`config.mk`:
```
export PLATFORM = sky130hd
export DESIGN_NAME = apb_master_arbiter
export DESIGN_NICKNAME = d
export VERILOG_FILES = /design/src/rtl/apb_master_arbiter.sv
export SDC_FILE = /design/constraint.sdc
export NUM_CORES = 1
export LEC_CHECK = 0
export CORE_UTILIZATION = 42
export DETAILED_ROUTE_END_ITERATION = 7
export GPL_ROUTABILITY_DRIVEN = 0
export PLACE_DENSITY = 0.82
export RECOVER_POWER = 25
export SETUP_SLACK_MARGIN = 0.3
export SLEW_MARGIN = 15
export SYNTH_ARGS = -nofsm -noshare
export SYNTH_HDL_FRONTEND = slang
export SYNTH_SLANG_ARGS = --single-unit
```
`constraint.sdc`:
```
create_clock -name pclk -period 1.9 [get_ports pclk]
set_input_delay 0.19 -clock pclk [delete_from_list [all_inputs] [get_ports pclk]]
set_output_delay 0.19 -clock pclk [all_outputs]
set_load 0.1 [all_outputs]
```
`src/rtl/apb_master_arbiter.sv`:
```
// Two-requester APB master for the I2C core register file.
// Round-robin arbitration between two requesters, APB SETUP/ACCESS
// sequencing, and per-requester completion, read data and timeout error.
module apb_master_arbiter #(
  parameter int ADDR_W  = 8,
  parameter int DATA_W  = 8,
  parameter int TIMEOUT = 16
) (
  input  logic              pclk,
  input  logic              preset_n,
  // requester 0
  input  logic              req0_valid,
  input  logic              req0_write,
  input  logic [ADDR_W-1:0] req0_addr,
  input  logic [DATA_W-1:0] req0_wdata,
  output logic              req0_ready,
  output logic              req0_done,
  output logic [DATA_W-1:0] req0_rdata,
  output logic              req0_err,
  // requester 1
  input  logic              req1_valid,
  input  logic              req1_write,
  input  logic [ADDR_W-1:0] req1_addr,
  input  logic [DATA_W-1:0] req1_wdata,
  output logic              req1_ready,
  output logic              req1_done,
  output logic [DATA_W-1:0] req1_rdata,
  output logic              req1_err,
  // APB port
  output logic              pselx,
  output logic              penable,
  output logic              pwrite,
  output logic [ADDR_W-1:0] paddr,
  output logic [DATA_W-1:0] pwdata,
  input  logic [DATA_W-1:0] prdata,
  input  logic              pready
);

  // Counter only has to reach TIMEOUT-1; keep at least one bit.
  localparam int CNT_W = (TIMEOUT > 2) ? $clog2(TIMEOUT) : 1;
  localparam logic [CNT_W-1:0] CNT_LAST = CNT_W'((TIMEOUT > 0) ? TIMEOUT - 1 : 0);

  typedef enum logic [1:0] {
    IDLE   = 2'd0,
    SETUP  = 2'd1,
    ACCESS = 2'd2
  } state_t;

  state_t           state;
  state_t           state_next;
  logic             grant;        // requester offered the bus this cycle
  logic             last_grant;   // owner of the current/most recent transfer
  logic             accept;       // granted requester handshakes this edge
  logic             timeout_hit;
  logic [CNT_W-1:0] count;

  // Round-robin pick: a lone requester wins, a contest goes to the one not served last.
  always_comb begin
    // NOTE: every always_comb output gets a default first so no path leaves it unassigned (no latch).
    grant = ~last_grant;
    if (req0_valid && !req1_valid)      grant = 1'b0;
    else if (req1_valid && !req0_valid) grant = 1'b1;
  end

  assign req0_ready  = (state == IDLE) && (grant == 1'b0);
  assign req1_ready  = (state == IDLE) && (grant == 1'b1);
  assign accept      = (state == IDLE) && (grant ? req1_valid : req0_valid);
  assign timeout_hit = (TIMEOUT != 0) && (count == CNT_LAST);

  // APB strobes decode straight from state so reset drops them immediately.
  assign pselx   = (state == SETUP) || (state == ACCESS);
  assign penable = (state == ACCESS);

  // State register.
  always_ff @(posedge pclk or negedge preset_n) begin
    // NOTE: sequential blocks use non-blocking assignments so every register samples pre-edge values.
    if (!preset_n) state <= IDLE;
    else           state <= state_next;
  end

  // Next-state: one SETUP cycle, ACCESS until pready or timeout.
  always_comb begin
    state_next = state;
    case (state)
      IDLE:    if (accept) state_next = SETUP;
      SETUP:   state_next = ACCESS;
      ACCESS:  if (pready || timeout_hit) state_next = IDLE;
      default: state_next = IDLE;
    endcase
  end

  // Transfer capture, timeout counting and completion reporting to the owner.
  always_ff @(posedge pclk or negedge preset_n) begin
    if (!preset_n) begin
      pwrite     <= 1'b0;
      paddr      <= '0;
      pwdata     <= '0;
      last_grant <= 1'b1;
      count      <= '0;
      req0_done  <= 1'b0;
      req0_err   <= 1'b0;
      req0_rdata <= '0;
      req1_done  <= 1'b0;
      req1_err   <= 1'b0;
      req1_rdata <= '0;
    end else begin
      // done/err are single-cycle pulses unless set below.
      req0_done <= 1'b0;
      req0_err  <= 1'b0;
      req1_done <= 1'b0;
      req1_err  <= 1'b0;
      case (state)
        IDLE: begin
          if (accept) begin
            pwrite     <= grant ? req1_write : req0_write;
            paddr      <= grant ? req1_addr  : req0_addr;
            pwdata     <= grant ? req1_wdata : req0_wdata;
            last_grant <= grant;
            count      <= '0;
          end
        end
        ACCESS: begin
          if (pready) begin
            if (!last_grant) begin
              req0_done <= 1'b1;
              if (!pwrite) req0_rdata <= prdata;
            end else begin
              req1_done <= 1'b1;
              if (!pwrite) req1_rdata <= prdata;
            end
          end else begin
            count <= count + 1'b1;
            if (timeout_hit) begin
              if (!last_grant) begin
                req0_done <= 1'b1;
                req0_err  <= 1'b1;
              end else begin
                req1_done <= 1'b1;
                req1_err  <= 1'b1;
              end
            end
          end
        end
        default: ;
      endcase
    end
  end

endmodule

```
==> impl_metrics.py, run 1 <==
metrics = {
    "status": {
        "outcome": "complete, no violations",
    },
    "synth": {
        "syn_inst": 190,
        "synthFlopType": "dfrtp_1",
        "yosys-top-cells-count": "dfrtp_1, a21oi_1, nor2_1",
        "async_flop_share": 1.00,
        "synth.avg_cell_area_sq_um": 11.0,
        "synth_top_family_by_area": "compound AO/OA/AOI/OAI gates",
        "synthSimpleGateAreaFrac": 0.108,
        "muxShareOfSynthArea": 0.102,
        "synthAdderAreaFrac": 0.0240,
        "yosysSeqAreaShare": 0.529,
        "synth-seq-cells": 44,
        "synth_nets": 241,
        "synth_xor_area_frac": 0,
        "synth_top_area_share": 0.517,
        "synth_area_leaders": "dfrtp_1, mux2_2, a31oi_1",
        "synth_top_area_cell": "dfrtp_1",
        "netlist_area_sq_mm": 0.00208,
        "synth_edf_count": 0,
        "ys_warn_count": 0,
        "synth_compound_area_frac": 0.189,
        "yosysMostFrequentCell": "dfrtp_1",
        "ys_types": 37,
    },
    "floorplan": {
        "die_x_microns": 72.4,
        "initial_core_util": 0.438,
        "core-area_sq_mm": 0.00475,
        "die_y_microns": 72.4,
        "io-pin-count": 88,
        "die_area_sq_mm": 0.00525,
        "rows": 25,
    },
    "clock_network": {
        "cts_tree": "done",
        "cts_root_buf": "clkbuf_8",
        "clockBufferDepth": 2,
        "clock-sinks": 44,
        "cts_made_buffers": 5,
        "insertion_delay_ns": 0.29,
        "htreeDepth": 2,
        "path_clk_slew_ns": 0.08,
    },
    "detailed_routing": {
        "drc_errors": 0,
        "top_layer": "met4",
        "vias": 1944,
        "first_iter_violations": 106,
        "met1_length_microns": 2370,
        "via_per_inst": 5.37,
        "route.met3.wl_microns": 611,
        "ant_nets": 0,
        "dr.pass1.iters": 4,
        "wl_met2_microns": 2690,
        "routedWlPerCell_microns": 15.9,
        "wl_microns": 5760,
    },
    "min_path": {
        "hold_path.class": "in -> async",
    },
    "global_route": {
        "antenna_found_initial": 0,
        "grt_pass1_wl_microns": 8710,
        "track_usage": 0.217,
        "grt_pass1_vias": 1773,
        "gr-total-overflow": 0,
        "grt_max_degree": 24,
    },
    "sta": {
        "skew_ns": 0.00564,
        "max_freq_mhz": 598,
        "setup_viol": 0,
        "final_max_slew_viol_count": 0,
        "period_minus_slack_ns": 1.67,
        "relSlewSlack": 0.497,
        "fin_crit_sh": 0.880,
        "grt_setup_unrepaired": "yes",
        "hold_viol": 0,
        "tightestPinTransition_ns": 0.754,
    },
    "worst_setup_path": {
        "crit_chain": "inv_2 -> ha_4 -> buf_6 -> a21boi_4 -> buf_12",
        "cp_max_fo": 5,
        "critPathBufInv": 3,
        "crit_type": "reg -> out",
        "arrival_ns": 1.48,
        "critPathLaunchType": "flip-flop",
        "cpPeakStageDelay_ns": 0.39,
        "cp-end-kind": "output port",
        "required_ns": 1.71,
        "cp_slowest_cell": "dfrtp_1",
        "crit_family": "buffers and inverters",
    },
    "finish": {
        "multi_input_area_sq_um": 955,
        "n_fill_cell": 339,
        "insertedDiodeCount": 0,
        "layout-drive-gt1-share": 0.373,
        "area_growth_syn_to_layout_pct": 56.8,
        "seq_area_sq_mm": 0.00110,
        "nNetsFinal": 345,
        "stdcell_count": 362,
    },
    "placement": {
        "dpl.hpwl_microns": 3730,
        "port-buffer-count": 87,
        "dp_cells": 336,
    },
    "run": {
        "max_cap_violations": 0,
    },
}
## layout by cell type, fill, tap and decap left out, drive strengths merged, types with 2 or more instances in the layout
cell	Yosys	routed
mux2i	2	2
a21oi	21	21
ha	4	4
a21boi	2	2
nand3	2	2
and3	2	2
nand2	2	2
a31oi	19	19
dfrtp	43	43
mux2	17	17
clkdlybuf4s50	0	43
dlygate4sd2	0	2
clkbuf	4	7
nor3	3	3
buf	9	62
inv	3	3
nor2	21	21
o21ai	19	19
nand2b	2	2
nor3b	3	3
## path summary, 6_finish.rpt
path | start | to | slack, ns | depth (start not counted)
hold / removal | preset_n | req1_rdata[1]$_DFFE_PN0P_ | 0.40 | 2
setup reg to reg | state[1]$_DFFE_PN0P_ | count[2]$_DFFE_PN0P_ | 0.28 | 5
setup / recovery | state[0]$_DFFE_PN0P_ | req1_ready | 0.23 | 5
min in group pclk | req1_addr[7] | paddr[7]$_DFFE_PN0P_ | 0.46 | 3
max in group asynchronous | preset_n | pwrite$_DFFE_PN0P_ | 0.55 | 3
hold reg to reg | req0_rdata[0]$_DFFE_PN0P_ | req0_rdata[0]$_DFFE_PN0P_ | 0.51 | 1
## metrics by stage
stage	hold slack [ns]	cell area [sq um]	setup slack, ns	utilization	TNS [ns]
final	0.402	3270	0.228	0.687	0
after CTS	0.410	3230	0.265	0.680	0
after global placement	0.200	2970	-0.0327	0.626	-0.191
after floorplan	-0.106	2130	0.158	-	0
after global routing	0.452	3270	0.189	0.687	0
after detailed placement	0.211	2970	-0.00644	0.626	-0.00644
## cell families (layout without fill, tap and decap cells)
group	count (synthesis)	count (layout)
adder cells (fa/ha/maj)	4	4
flip-flops	44	44
AND/OR/NAND/NOR	40	40
buffers and inverters	16	121
multiplexers	19	19
AO/OA/AOI/OAI	67	67
## layer usage
layer / global-route usage / vias to the layer above
li1: - / 893
met1: 0.300 / 920
met5: 0 / -
met3: 0.0431 / 9
met2: 0.342 / 122
met4: 0.0741 / 0
## sequential cells by signal (all words and copies together), names as in the netlist, 2 cells and up
register / cells
count: 4
state: 2
paddr: 8
pwdata: 8
req0_rdata: 8
req1_rdata: 8
## area by class of cell
class                   instances  area share
multi-input cells             130       0.292
well taps                      67      0.0257
inverters                       3     0.00345
clock inverters                 3      0.0130
clock buffers                   5      0.0211
flip-flops and latches         44       0.338
repair buffers                110       0.307
## repair_timing
item / 4_1_cts / 5_1_grt
endpoints found under the setup margin: 32 / 29
hold buffers: 1 / 0
hold endpoints to repair: 21 / 0
pin swaps: 5 / 1
setup buffers: 13 / 4
gates resized for setup: 9 / 4
## worst register-to-register path: stages (launching register included)
cell	delay (ns)
dfrtp_1	0.39
buf_4	0.14
ha_4	0.19
clkbuf_2	0.18
or3b_2	0.46
o21ai_0	0.17
Power of run 1 is left out: the tool's default activity adds up to more than one toggle a clock period on the data nets, which glitch-free logic cannot reach.
==> run 2: changes to the inputs <==
--- a/config.mk
+++ b/config.mk
@@ -5,11 +5,13 @@
 export SDC_FILE = /design/constraint.sdc
 export NUM_CORES = 1
 export LEC_CHECK = 0
+export CORE_MARGIN = 4
 export CORE_UTILIZATION = 42
 export DETAILED_ROUTE_END_ITERATION = 7
 export GPL_ROUTABILITY_DRIVEN = 0
 export PLACE_DENSITY = 0.82
 export RECOVER_POWER = 25
+export REMOVE_ABC_BUFFERS = 1
 export SETUP_SLACK_MARGIN = 0.3
 export SLEW_MARGIN = 15
 export SYNTH_ARGS = -nofsm -noshare
==> impl_metrics.py, run 2 (synthesized netlist as in run 1, its figures left out) <==
metrics = {
    "finish": {
        "seq_area_sq_mm": 0.00110,
        "nNetsFinal": 340,
        "n_fill_cell": 354,
        "final_cell_mix": "buf_4, clkdlybuf4s50_1, dfrtp_1",
        "mostFrequentLayoutCell": "buf_4",
        "insertedDiodeCount": 0,
        "layout-drive-gt1-share": 0.352,
        "multi_input_area_sq_um": 947,
        "area_growth_syn_to_layout_pct": 55.6,
    },
    "global_route": {
        "grt_max_degree": 24,
        "grt_pass1_vias": 1828,
        "track_usage": 0.177,
        "grt_pass1_wl_microns": 8620,
        "antenna_found_initial": 0,
        "gr-total-overflow": 0,
    },
    "sta": {
        "setup_viol": 0,
        "final_max_slew_viol_count": 0,
        "fin_crit_sh": 0.846,
        "max_freq_mhz": 622,
        "hold_viol": 0,
        "skew_ns": 0.00655,
        "period_minus_slack_ns": 1.61,
        "tightestPinTransition_ns": 1.24,
        "fin_ws_ns": 0.293,
        "grt_setup_unrepaired": "yes",
        "relSlewSlack": 0.171,
    },
    "detailed_routing": {
        "first_iter_violations": 77,
        "drc_errors": 0,
        "via_per_inst": 5.16,
        "routedWlPerCell_microns": 15.4,
        "dr.pass1.iters": 4,
        "vias": 1841,
        "wl_microns": 5490,
        "ant_nets": 0,
    },
    "clock_network": {
        "htreeDepth": 2,
        "path_clk_slew_ns": 0.08,
        "cts_root_buf": "clkbuf_8",
        "cts_tree": "done",
        "insertion_delay_ns": 0.29,
        "cts_made_buffers": 5,
        "clock-sinks": 44,
        "clockBufferDepth": 2,
    },
    "floorplan": {
        "initial_core_util": 0.438,
        "die_x_microns": 78.4,
        "die_area_sq_mm": 0.00615,
        "die_y_microns": 78.4,
        "io-pin-count": 88,
        "rows": 25,
        "core-area_sq_mm": 0.00475,
    },
    "worst_setup_path": {
        "required_ns": 2.08,
        "cpPeakStageDelay_ns": 0.39,
        "critPathLaunchType": "flip-flop",
        "arrival_ns": 1.78,
        "crit_chain": "buf_4 -> ha_4 -> buf_6 -> and2_4 -> o31a_1 -> a211o_1",
        "cp_slowest_cell": "dfrtp_1",
        "crit_type": "reg -> reg",
        "cp_max_fo": 9,
        "cp-end-kind": "flip-flop",
    },
    "placement": {
        "dp_slack_ns": -0.0625,
        "port-buffer-count": 87,
        "dpl.hpwl_microns": 3950,
    },
    "min_path": {
        "hold_path.class": "in -> reg",
    },
    "run": {
        "max_cap_violations": 0,
    },
    "status": {
        "outcome": "complete, no violations",
    },
}
## run 2: cell types whose count changed in the layout (fill, tap and decap cells not counted), moves of 2 or more
cell / change
a21boi_2: +2
a21boi_4: -2
buf_4: -3
clkbuf_2: -2
dlygate4sd2_1: -2
## run 2: stage by stage
step	instance area, sq um	hold WS [ns]	TNS [ns]	util	std cells
after floorplan	1990	-0.106	-10.58	-	177
after global placement	2980	0.189	-0.0000341	0.627	341
after detailed placement	2980	0.186	-0.242	0.627	341
after CTS	3180	0.404	0	0.669	353
after global routing	3240	0.347	0	0.682	357
final	3240	0.302	0	0.682	357
## run 2: area by class of cell
cell class | count | share of cell area
clock buffers | 5 | 0.0212
clock inverters | 3 | 0.0143
inverters | 3 | 0.00347
multi-input cells | 130 | 0.292
flip-flops and latches | 44 | 0.340
well taps | 67 | 0.0259
repair buffers | 105 | 0.303
## run 2: worst max-delay path: cells and delay by family, from the launching register on
| kind | cells | cell delay, ns |
|---|---|---|
| buffers and inverters | 2 | 0.29 |
| AO/OA/AOI/OAI | 2 | 0.51 |
| adder cells (fa/ha/maj) | 1 | 0.17 |
| AND/OR/NAND/NOR | 1 | 0.15 |
| flip-flops | 1 | 0.39 |
## run 2: repair_timing
item                                   in CTS  in global routing
pin swaps                                   1                  4
hold buffers                                1                  0
resized for setup                           9                 10
setup endpoints to repair                  40                 31
endpoints found under the hold margin      22                  0
buffers inserted                            3                  4
## run 2: final timing paths
check | from | end | slack [ns] | cells past startpoint
min reg2reg | count[0]$_DFFE_PN0P_ | count[0]$_DFFE_PN0P_ | 0.51 | 1
max in group asynchronous | preset_n | last_grant$_DFFE_PN1P_ | 0.42 | 3
min in group asynchronous | preset_n | req0_rdata[1]$_DFFE_PN0P_ | 0.69 | 2
min | req1_valid | last_grant$_DFFE_PN1P_ | 0.30 | 3
max reg2reg | state[1]$_DFFE_PN0P_ | count[3]$_DFFE_PN0P_ | 0.29 | 6
max | state[1]$_DFFE_PN0P_ | count[3]$_DFFE_PN0P_ | 0.29 | 6
## run 2: routing by layer
metal  share of wire  GRT usage  up-vias
li1                -          -      886
met1            0.44      0.216      867
met2            0.49      0.311       81
met3           0.064     0.0493        7
met4          0.0087     0.0402        0
met5               0          0        -
Power of run 2 is left out for the same reason.
